<file path="config.mk">
export PLATFORM = sky130hd
export DESIGN_NAME = multicycle_ctrl_flat
export DESIGN_NICKNAME = d
export VERILOG_FILES = /design/src/rtl/multicycle_ctrl_pkg.sv /design/src/rtl/multicycle_ctrl_if.sv /design/src/rtl/multicycle_ctrl_timeout_cnt.sv /design/src/rtl/multicycle_ctrl.sv /design/src/flat_wrapper.sv
export SDC_FILE = /design/constraint.sdc
export NUM_CORES = 1
export LEC_CHECK = 0
export ABC_AREA = 0
export CORE_MARGIN = 5
export CORE_UTILIZATION = 39
export DETAILED_ROUTE_END_ITERATION = 6
export GPL_ROUTABILITY_DRIVEN = 0
export PLACE_DENSITY_LB_ADDON = 0.05
export SETUP_SLACK_MARGIN = 0.1
export SLEW_MARGIN = 20
export SYNTH_ARGS = -nofsm -noshare
export SYNTH_HDL_FRONTEND = slang
export SYNTH_HIERARCHICAL = 1
export SYNTH_SLANG_ARGS = --single-unit
</file>
<file path="constraint.sdc">
create_clock -name clk -period 3 [get_ports clk]
set_input_delay 0.6 -clock clk [delete_from_list [all_inputs] [get_ports clk]]
set_output_delay 0.6 -clock clk [all_outputs]
set_load 0.02 [all_outputs]
</file>
<file path="src/rtl/multicycle_ctrl_pkg.sv">
// Shared encodings for the multicycle RV32I controller, ImmGen and datapath:
// FSM states, base opcodes, funct3 branch codes and the datapath mux selects.
package multicycle_ctrl_pkg;

  typedef enum logic [2:0] {
    ST_FETCH  = 3'd0,
    ST_DECODE = 3'd1,
    ST_EXEC   = 3'd2,
    ST_MEM    = 3'd3,
    ST_WB     = 3'd4,
    ST_TRAP   = 3'd5
  } state_e;

  localparam logic [6:0] OP_R      = 7'b0110011;
  localparam logic [6:0] OP_I      = 7'b0010011;
  localparam logic [6:0] OP_LOAD   = 7'b0000011;
  localparam logic [6:0] OP_STORE  = 7'b0100011;
  localparam logic [6:0] OP_BRANCH = 7'b1100011;
  localparam logic [6:0] OP_JAL    = 7'b1101111;
  localparam logic [6:0] OP_JALR   = 7'b1100111;
  localparam logic [6:0] OP_LUI    = 7'b0110111;
  localparam logic [6:0] OP_AUIPC  = 7'b0010111;

  localparam logic [2:0] F3_BEQ = 3'b000;
  localparam logic [2:0] F3_BNE = 3'b001;

  localparam logic [1:0] PC_SEL_PLUS4  = 2'd0;
  localparam logic [1:0] PC_SEL_TARGET = 2'd1;
  localparam logic [1:0] PC_SEL_JALR   = 2'd2;

  localparam logic [1:0] SRC_A_RS1  = 2'd0;
  localparam logic [1:0] SRC_A_PC   = 2'd1;
  localparam logic [1:0] SRC_A_ZERO = 2'd2;

  localparam logic [1:0] SRC_B_RS2  = 2'd0;
  localparam logic [1:0] SRC_B_IMM  = 2'd1;
  localparam logic [1:0] SRC_B_FOUR = 2'd2;

  localparam logic [1:0] ALU_OP_ADD   = 2'd0;
  localparam logic [1:0] ALU_OP_SUB   = 2'd1;
  localparam logic [1:0] ALU_OP_FUNCT = 2'd2;

  localparam logic [1:0] WB_SEL_ALU  = 2'd0;
  localparam logic [1:0] WB_SEL_LOAD = 2'd1;
  localparam logic [1:0] WB_SEL_PC4  = 2'd2;

  typedef struct packed {
    logic       imem_req;
    logic       dmem_req;
    logic       dmem_we;
    logic       ir_write;
    logic       pc_write;
    logic       reg_write;
    logic [1:0] pc_sel;
    logic [1:0] alu_src_a;
    logic [1:0] alu_src_b;
    logic [1:0] alu_op;
    logic [1:0] wb_sel;
  } ctrl_t;

  function automatic logic is_legal_opcode(input logic [6:0] opc);
    case (opc)
      OP_R, OP_I, OP_LOAD, OP_STORE, OP_BRANCH,
      OP_JAL, OP_JALR, OP_LUI, OP_AUIPC: return 1'b1;
      default:                           return 1'b0;
    endcase
  endfunction

endpackage

</file>
<file path="src/rtl/multicycle_ctrl_if.sv">
// Controller <-> datapath/memory bundle. The master side is the controller;
// the slave side is the datapath and memories that feed it status.
interface multicycle_ctrl_if;

  logic [6:0] opcode;
  logic [2:0] funct3;
  logic       alu_zero;
  logic       imem_ready;
  logic       dmem_ready;

  logic       imem_req;
  logic       dmem_req;
  logic       dmem_we;
  logic       ir_write;
  logic       pc_write;
  logic       reg_write;
  logic [1:0] pc_sel;
  logic [1:0] alu_src_a;
  logic [1:0] alu_src_b;
  logic [1:0] alu_op;
  logic [1:0] wb_sel;
  logic       halted;
  logic [2:0] state;

  modport master (
    input  opcode, funct3, alu_zero, imem_ready, dmem_ready,
    output imem_req, dmem_req, dmem_we, ir_write, pc_write, reg_write,
    output pc_sel, alu_src_a, alu_src_b, alu_op, wb_sel, halted, state
  );

  modport slave (
    output opcode, funct3, alu_zero, imem_ready, dmem_ready,
    input  imem_req, dmem_req, dmem_we, ir_write, pc_write, reg_write,
    input  pc_sel, alu_src_a, alu_src_b, alu_op, wb_sel, halted, state
  );

endinterface

</file>
<file path="src/rtl/multicycle_ctrl_timeout_cnt.sv">
// Memory wait counter: counts cycles a request sees ready low; expired flags the
// cycle whose increment would reach LIMIT (ready in that cycle suppresses it).
module ctrl_timeout_cnt #(
  parameter int LIMIT = 15
) (
  input  logic clk,
  input  logic rst,
  input  logic clr,
  input  logic en,
  input  logic rdy,
  output logic expired
);

  localparam logic [3:0] LAST = 4'(LIMIT - 1);

  logic [3:0] cnt_q, cnt_d;

  always_comb begin
    cnt_d = cnt_q;
    if (clr)
      cnt_d = '0;
    else if (en && !rdy)
      cnt_d = cnt_q + 4'd1;
  end

  assign expired = en && !rdy && (cnt_q == LAST);

  always_ff @(posedge clk or posedge rst) begin
    if (rst)
      cnt_q <= '0;
    else
      cnt_q <= cnt_d;
  end

endmodule

</file>
<file path="src/rtl/multicycle_ctrl.sv">
// Multicycle RV32I control FSM: FETCH/DECODE/EXEC/MEM/WB with a sticky TRAP.
// Outputs decode from state, IR fields and status; memory waits bounded by MEM_TIMEOUT.
module multicycle_ctrl
  import multicycle_ctrl_pkg::*;
#(
  parameter int MEM_TIMEOUT = 15
) (
  input  logic              clk,
  input  logic              rst,
  multicycle_ctrl_if.master bus
);

  state_e state_q, state_d;
  logic   live_q, live_d;
  ctrl_t  ctl;
  logic   is_load, is_store, br_f3_ok, br_taken;
  logic   wait_en, wait_rdy, wait_clr, timed_out;

  assign is_load  = (bus.opcode == OP_LOAD);
  assign is_store = (bus.opcode == OP_STORE);
  assign br_f3_ok = (bus.funct3 == F3_BEQ) || (bus.funct3 == F3_BNE);
  assign br_taken = ((bus.funct3 == F3_BEQ) &&  bus.alu_zero) ||
                    ((bus.funct3 == F3_BNE) && !bus.alu_zero);

  // live_q keeps every output low until the first edge after reset release.
  assign wait_en  = live_q && ((state_q == ST_FETCH) || (state_q == ST_MEM));
  assign wait_rdy = (state_q == ST_MEM) ? bus.dmem_ready : bus.imem_ready;
  assign wait_clr = !live_q ||
                    ((state_d != state_q) && ((state_d == ST_FETCH) || (state_d == ST_MEM)));

  ctrl_timeout_cnt #(.LIMIT(MEM_TIMEOUT)) u_timeout (
    .clk     (clk),
    .rst     (rst),
    .clr     (wait_clr),
    .en      (wait_en),
    .rdy     (wait_rdy),
    .expired (timed_out)
  );

  always_comb begin
    state_d = state_q;
    live_d  = 1'b1;
    if (!live_q) begin
      state_d = ST_FETCH;
    end else begin
      case (state_q)
        ST_FETCH:  if (bus.imem_ready) state_d = ST_DECODE;
                   else if (timed_out) state_d = ST_TRAP;
        ST_DECODE: state_d = is_legal_opcode(bus.opcode) ? ST_EXEC : ST_TRAP;
        ST_EXEC: begin
          case (bus.opcode)
            OP_R, OP_I, OP_LUI, OP_AUIPC: state_d = ST_WB;
            OP_LOAD, OP_STORE:            state_d = ST_MEM;
            OP_BRANCH:                    state_d = br_f3_ok ? ST_FETCH : ST_TRAP;
            OP_JAL, OP_JALR:              state_d = ST_FETCH;
            default:                      state_d = ST_TRAP;
          endcase
        end
        ST_MEM:    if (bus.dmem_ready) state_d = is_load ? ST_WB : ST_FETCH;
                   else if (timed_out) state_d = ST_TRAP;
        ST_WB:     state_d = ST_FETCH;
        default:   state_d = ST_TRAP;
      endcase
    end
  end

  always_comb begin
    ctl = '0;
    if (live_q) begin
      case (state_q)
        ST_FETCH: begin
          ctl.imem_req = 1'b1;
          if (bus.imem_ready) begin
            ctl.ir_write = 1'b1;
            ctl.pc_write = 1'b1;
            ctl.pc_sel   = PC_SEL_PLUS4;
          end
        end
        ST_DECODE: begin
          ctl.alu_src_a = SRC_A_PC;
          ctl.alu_src_b = SRC_B_IMM;
          ctl.alu_op    = ALU_OP_ADD;
        end
        ST_EXEC: begin
          case (bus.opcode)
            OP_R: begin
              ctl.alu_src_a = SRC_A_RS1;
              ctl.alu_src_b = SRC_B_RS2;
              ctl.alu_op    = ALU_OP_FUNCT;
            end
            OP_I: begin
              ctl.alu_src_b = SRC_B_IMM;
              ctl.alu_op    = ALU_OP_FUNCT;
            end
            OP_LOAD, OP_STORE: begin
              ctl.alu_src_b = SRC_B_IMM;
              ctl.alu_op    = ALU_OP_ADD;
            end
            OP_BRANCH: begin
              ctl.alu_op = ALU_OP_SUB;
              if (br_taken) begin
                ctl.pc_write = 1'b1;
                ctl.pc_sel   = PC_SEL_TARGET;
              end
            end
            OP_JAL, OP_JALR: begin
              ctl.reg_write = 1'b1;
              ctl.wb_sel    = WB_SEL_PC4;
              ctl.pc_write  = 1'b1;
              ctl.pc_sel    = (bus.opcode == OP_JALR) ? PC_SEL_JALR : PC_SEL_TARGET;
              ctl.alu_src_b = (bus.opcode == OP_JALR) ? SRC_B_IMM : SRC_B_RS2;
            end
            OP_LUI: begin
              ctl.alu_src_a = SRC_A_ZERO;
              ctl.alu_src_b = SRC_B_IMM;
            end
            OP_AUIPC: begin
              ctl.alu_src_a = SRC_A_PC;
              ctl.alu_src_b = SRC_B_IMM;
            end
            default: ;
          endcase
        end
        ST_MEM: begin
          ctl.dmem_req = 1'b1;
          ctl.dmem_we  = is_store;
        end
        ST_WB: begin
          ctl.reg_write = 1'b1;
          ctl.wb_sel    = is_load ? WB_SEL_LOAD : WB_SEL_ALU;
        end
        default: ;
      endcase
    end
  end

  always_ff @(posedge clk or posedge rst) begin
    if (rst) begin
      state_q <= ST_FETCH;
      live_q  <= 1'b0;
    end else begin
      state_q <= state_d;
      live_q  <= live_d;
    end
  end

  assign bus.imem_req  = ctl.imem_req;
  assign bus.dmem_req  = ctl.dmem_req;
  assign bus.dmem_we   = ctl.dmem_we;
  assign bus.ir_write  = ctl.ir_write;
  assign bus.pc_write  = ctl.pc_write;
  assign bus.reg_write = ctl.reg_write;
  assign bus.pc_sel    = ctl.pc_sel;
  assign bus.alu_src_a = ctl.alu_src_a;
  assign bus.alu_src_b = ctl.alu_src_b;
  assign bus.alu_op    = ctl.alu_op;
  assign bus.wb_sel    = ctl.wb_sel;
  assign bus.halted    = (state_q == ST_TRAP);
  assign bus.state     = state_q;

endmodule

</file>
<file path="src/flat_wrapper.sv">
// flat-port wrapper written by rule: the top's interface ports become plain ports
module multicycle_ctrl_flat import multicycle_ctrl_pkg::*;
#(
  parameter int MEM_TIMEOUT = 15
)
  (clk, rst, bus_opcode, bus_funct3, bus_alu_zero, bus_imem_ready, bus_dmem_ready, bus_imem_req, bus_dmem_req, bus_dmem_we, bus_ir_write, bus_pc_write, bus_reg_write, bus_pc_sel, bus_alu_src_a, bus_alu_src_b, bus_alu_op, bus_wb_sel, bus_halted, bus_state);
  multicycle_ctrl_if bus_i ();
  input  logic clk;
  input  logic rst;
  input wire logic [$bits(bus_i.opcode)-1:0] bus_opcode;
  input wire logic [$bits(bus_i.funct3)-1:0] bus_funct3;
  input wire logic [$bits(bus_i.alu_zero)-1:0] bus_alu_zero;
  input wire logic [$bits(bus_i.imem_ready)-1:0] bus_imem_ready;
  input wire logic [$bits(bus_i.dmem_ready)-1:0] bus_dmem_ready;
  output wire logic [$bits(bus_i.imem_req)-1:0] bus_imem_req;
  output wire logic [$bits(bus_i.dmem_req)-1:0] bus_dmem_req;
  output wire logic [$bits(bus_i.dmem_we)-1:0] bus_dmem_we;
  output wire logic [$bits(bus_i.ir_write)-1:0] bus_ir_write;
  output wire logic [$bits(bus_i.pc_write)-1:0] bus_pc_write;
  output wire logic [$bits(bus_i.reg_write)-1:0] bus_reg_write;
  output wire logic [$bits(bus_i.pc_sel)-1:0] bus_pc_sel;
  output wire logic [$bits(bus_i.alu_src_a)-1:0] bus_alu_src_a;
  output wire logic [$bits(bus_i.alu_src_b)-1:0] bus_alu_src_b;
  output wire logic [$bits(bus_i.alu_op)-1:0] bus_alu_op;
  output wire logic [$bits(bus_i.wb_sel)-1:0] bus_wb_sel;
  output wire logic [$bits(bus_i.halted)-1:0] bus_halted;
  output wire logic [$bits(bus_i.state)-1:0] bus_state;
  assign bus_i.opcode = bus_opcode;
  assign bus_i.funct3 = bus_funct3;
  assign bus_i.alu_zero = bus_alu_zero;
  assign bus_i.imem_ready = bus_imem_ready;
  assign bus_i.dmem_ready = bus_dmem_ready;
  assign bus_imem_req = bus_i.imem_req;
  assign bus_dmem_req = bus_i.dmem_req;
  assign bus_dmem_we = bus_i.dmem_we;
  assign bus_ir_write = bus_i.ir_write;
  assign bus_pc_write = bus_i.pc_write;
  assign bus_reg_write = bus_i.reg_write;
  assign bus_pc_sel = bus_i.pc_sel;
  assign bus_alu_src_a = bus_i.alu_src_a;
  assign bus_alu_src_b = bus_i.alu_src_b;
  assign bus_alu_op = bus_i.alu_op;
  assign bus_wb_sel = bus_i.wb_sel;
  assign bus_halted = bus_i.halted;
  assign bus_state = bus_i.state;
  multicycle_ctrl #(.MEM_TIMEOUT(MEM_TIMEOUT)) u_core (.clk(clk), .rst(rst), .bus(bus_i));
endmodule
</file>
==> results.py <==
metrics = {
    "status": {
        "status": "finished, final reports clean",
    },
    "synth": {
        "synthCells": 118,
        "synthesis.area_sq_um": 900,
        "synth_seq_area_share": 0.223,
        "synthDistinctLibCells": 48,
        "synth_edf_count": 0,
        "synth_top_cell_by_area": "dfrtp_1",
        "synth_common_cells": "nor2_1 (13), nand2_1 (10), inv_1 (9)",
        "syn_nets": 135,
        "yosysMostFrequentCell": "nor2_1",
        "ys.flop_type": "dfrtp_1",
        "synth_top_area_frac": 0.223,
        "synth.area.top_cells": "dfrtp_1 (22%), nor2_1 (5.4%), nand2_1 (4.2%)",
        "yosysWarnings": 6,
        "synth-async-reset-ratio": 1.00,
        "avgSynthCellArea_sq_um": 7.62,
        "synth-seq-cells": 8,
    },
    "floorplanning": {
        "initial_core_util": 0.407,
        "die_width_microns": 58.0,
        "die_area_sq_mm": 0.00337,
        "ios": 35,
        "core-area_sq_mm": 0.00221,
        "die_y_microns": 58.0,
        "rows": 17,
    },
    "routing": {
        "drtAntennaViolNets": 0,
        "drt_iter0_markers": 10,
        "viasPerCell": 5.36,
        "routed_wl_microns": 2770,
        "vias": 1088,
        "drt_pre_antenna_iters": 4,
        "wire_per_inst_microns": 13.6,
        "route.detailed.drc": 0,
    },
    "worst_setup_path": {
        "cp_cell_sequence": "buf_4 > nor2b_1 > nand2_1 > nor3_1 > nand2_1 > o22ai_1 > dlygate4sd2_1",
        "cp.arrival_ns": 2.13,
        "worstSetupPathType": "reg -> out",
        "critPathLaunch": "u_core/bus.state[1]",
        "max_stage_delay_ns": 0.35,
        "r2r-start": "u_core/bus.state[0]",
        "cp_common_cell": "nand2_1",
        "worstSetupStartpointType": "flop",
        "end_kind": "primary output",
        "cp_slowest_cell": "dfrtp_2",
        "crit_path_max_fanout": 15,
        "critical_path_required_ns": 2.40,
    },
    "global_route": {
        "grt_pass1_wl_microns": 4380,
        "grt_pass1_vias": 992,
        "track_usage": 0.163,
        "grt_overflow": 0,
        "antenna_found_initial": 0,
        "grt_max_degree": 16,
    },
    "sta": {
        "hold_viol": 0,
        "setup_violations": 0,
        "rsz0062_at_grt": "false",
        "min_period_ns": 2.73,
        "fmax_mhz": 366,
        "slew_violations": 0,
        "fin_worst_skew_ns": 0.00596,
        "min_period_over_period": 0.910,
    },
    "clock_network": {
        "root_buffer": "clkbuf_4",
        "clk_latency_ns": 0.25,
        "cts.sinks": 8,
        "cts_buffer_depth": 2,
        "numCtsBuffers": 3,
        "cts_tree": "done",
        "cts_hold_buf": 0,
        "htreeDepth": 1,
        "clk_pin_slew_ns": 0.05,
    },
    "cells_and_area": {
        "area_growth_pct": 66.5,
        "postLayoutCoreUtil": 0.677,
        "drive_above_1_share": 0.291,
        "antenna_cells": 0,
        "design_area_sq_mm": 0.00150,
        "final_nets": 193,
        "n_fill_cell": 200,
    },
    "power_and_ir_drop": {
        "irDropWorstVdd_v": 0.000240,
        "p_leak_nw": 0.747,
        "power_density_mw_per_mm2": 248,
    },
    "placement": {
        "dp_hpwl_microns": 2230,
        "postPlaceCellArea_sq_mm": 0.00143,
        "port_buffers": 33,
    },
    "flow_run": {
        "drv_cap": 0,
    },
    "worst_hold_path": {
        "hold_path_class": "in -> async",
    },
}
worst max-delay path, delay by kind of cell, from the launching register on:
family / cells / cell delay, ns
flops: 1 / 0.35
buf+inv: 2 / 0.54
compound gates: 1 / 0.15
simple gates: 4 / 0.84
repair_timing:
action,4_1_cts,5_1_grt
resized for setup,29,10
setup buffers,2,0
endpoints found under the setup margin,12,8
pin swaps,7,5
path summary, 6_finish.rpt:
check | to | cells after the start | slack, ns
max | bus_alu_src_a[0] | 7 | 0.27
min | u_core/live_q | 2 | 0.56
max reg2reg | u_core/u_timeout/cnt_q[3] | 13 | 0.27
min reg2reg | u_core/u_timeout/cnt_q[2] | 2 | 0.57
max in group asynchronous | u_core/bus.state[2] | 2 | 2.28
min in group clk | u_core/u_timeout/cnt_q[2] | 2 | 0.57
cell type report:
type / count / area (sq um) / share of cell area
Inverter: 9 / 33.8 / 0.0226
Tap cell: 28 / 35.0 / 0.0234
Sequential cell: 8 / 203 / 0.135
Clock buffer: 4 / 26.3 / 0.0175
Multi-Input combinational cell: 96 / 678 / 0.453
Timing Repair Buffer: 58 / 522 / 0.348
report_power, final:
part / internal [W] / switching [W] / leakage [nW]
logic: 0.0000817 / 0.0000850 / 0.628
registers: 0.000114 / 0.00000600 / 0.104
clock network: 0.0000507 / 0.0000338 / 0.0150
total: 0.000247 / 0.000125 / 0.747
per-layer routing:
metal,share of wire,up-vias,global-route usage
met4,0.017,0,0.0695
met2,0.47,38,0.268
met1,0.45,505,0.212
met3,0.064,5,0.0245
li1,-,540,-
met5,0,-,0
logic make-up (layout without fill, tap and decap cells):
logic type,count (synthesis),after routing,share of synthesized area
AOI/OAI and AO/OA,26,26,0.224
buffers and inverters,14,71,0.0737
adders and majority gates,2,2,0.0278
muxes,1,1,0.0125
xor gates and xnor gates,3,3,0.0292
and+or+nand+nor,62,62,0.402
other,2,2,0.00835
DFF,8,8,0.223
state kept, by name, summed over array words and instances (netlist names):
signal	cells
u_core/bus.state	3
u_core/u_timeout/cnt_q	4
u_core/live_q	1
metrics by stage:
| stage | total power, W | instances | hold WS [ns] | setup WS, ns | setup TNS (ns) |
|---|---|---|---|---|---|
| detailed placement | 0.000287 | 197 | 0.562 | -0.467 | -1.66 |
| floorplan | 0.000209 | 118 | 0.366 | 0.0433 | 0 |
| finish | 0.000372 | 203 | 0.559 | 0.270 | 0 |
| CTS | 0.000377 | 203 | 0.557 | -0.0265 | -0.0265 |
| global route | 0.000399 | 203 | 0.562 | 0.105 | 0 |
| global placement | 0.000284 | 197 | 0.566 | -0.444 | -1.54 |
cells in the final DEF (no fill, tap or decap), types with 3 or more instances in the layout:
| cell type | n |
|---|---|
| a21oi_1 | 4 |
| buf_4 | 26 |
| clkbuf_4 | 3 |
| clkdlybuf4s50_1 | 13 |
| dfrtp_1 | 6 |
| dlygate4sd2_1 | 10 |
| dlymetal6s2s_1 | 7 |
| inv_1 | 8 |
| nand2_1 | 7 |
| nand2_2 | 3 |
| nand2b_1 | 6 |
| nand3_1 | 3 |
| nor2_1 | 13 |
| nor2b_1 | 3 |
| nor3_1 | 5 |
| nor4_1 | 3 |
| o21ai_0 | 3 |
No activity file was read; power rests on OpenSTA's default activity.
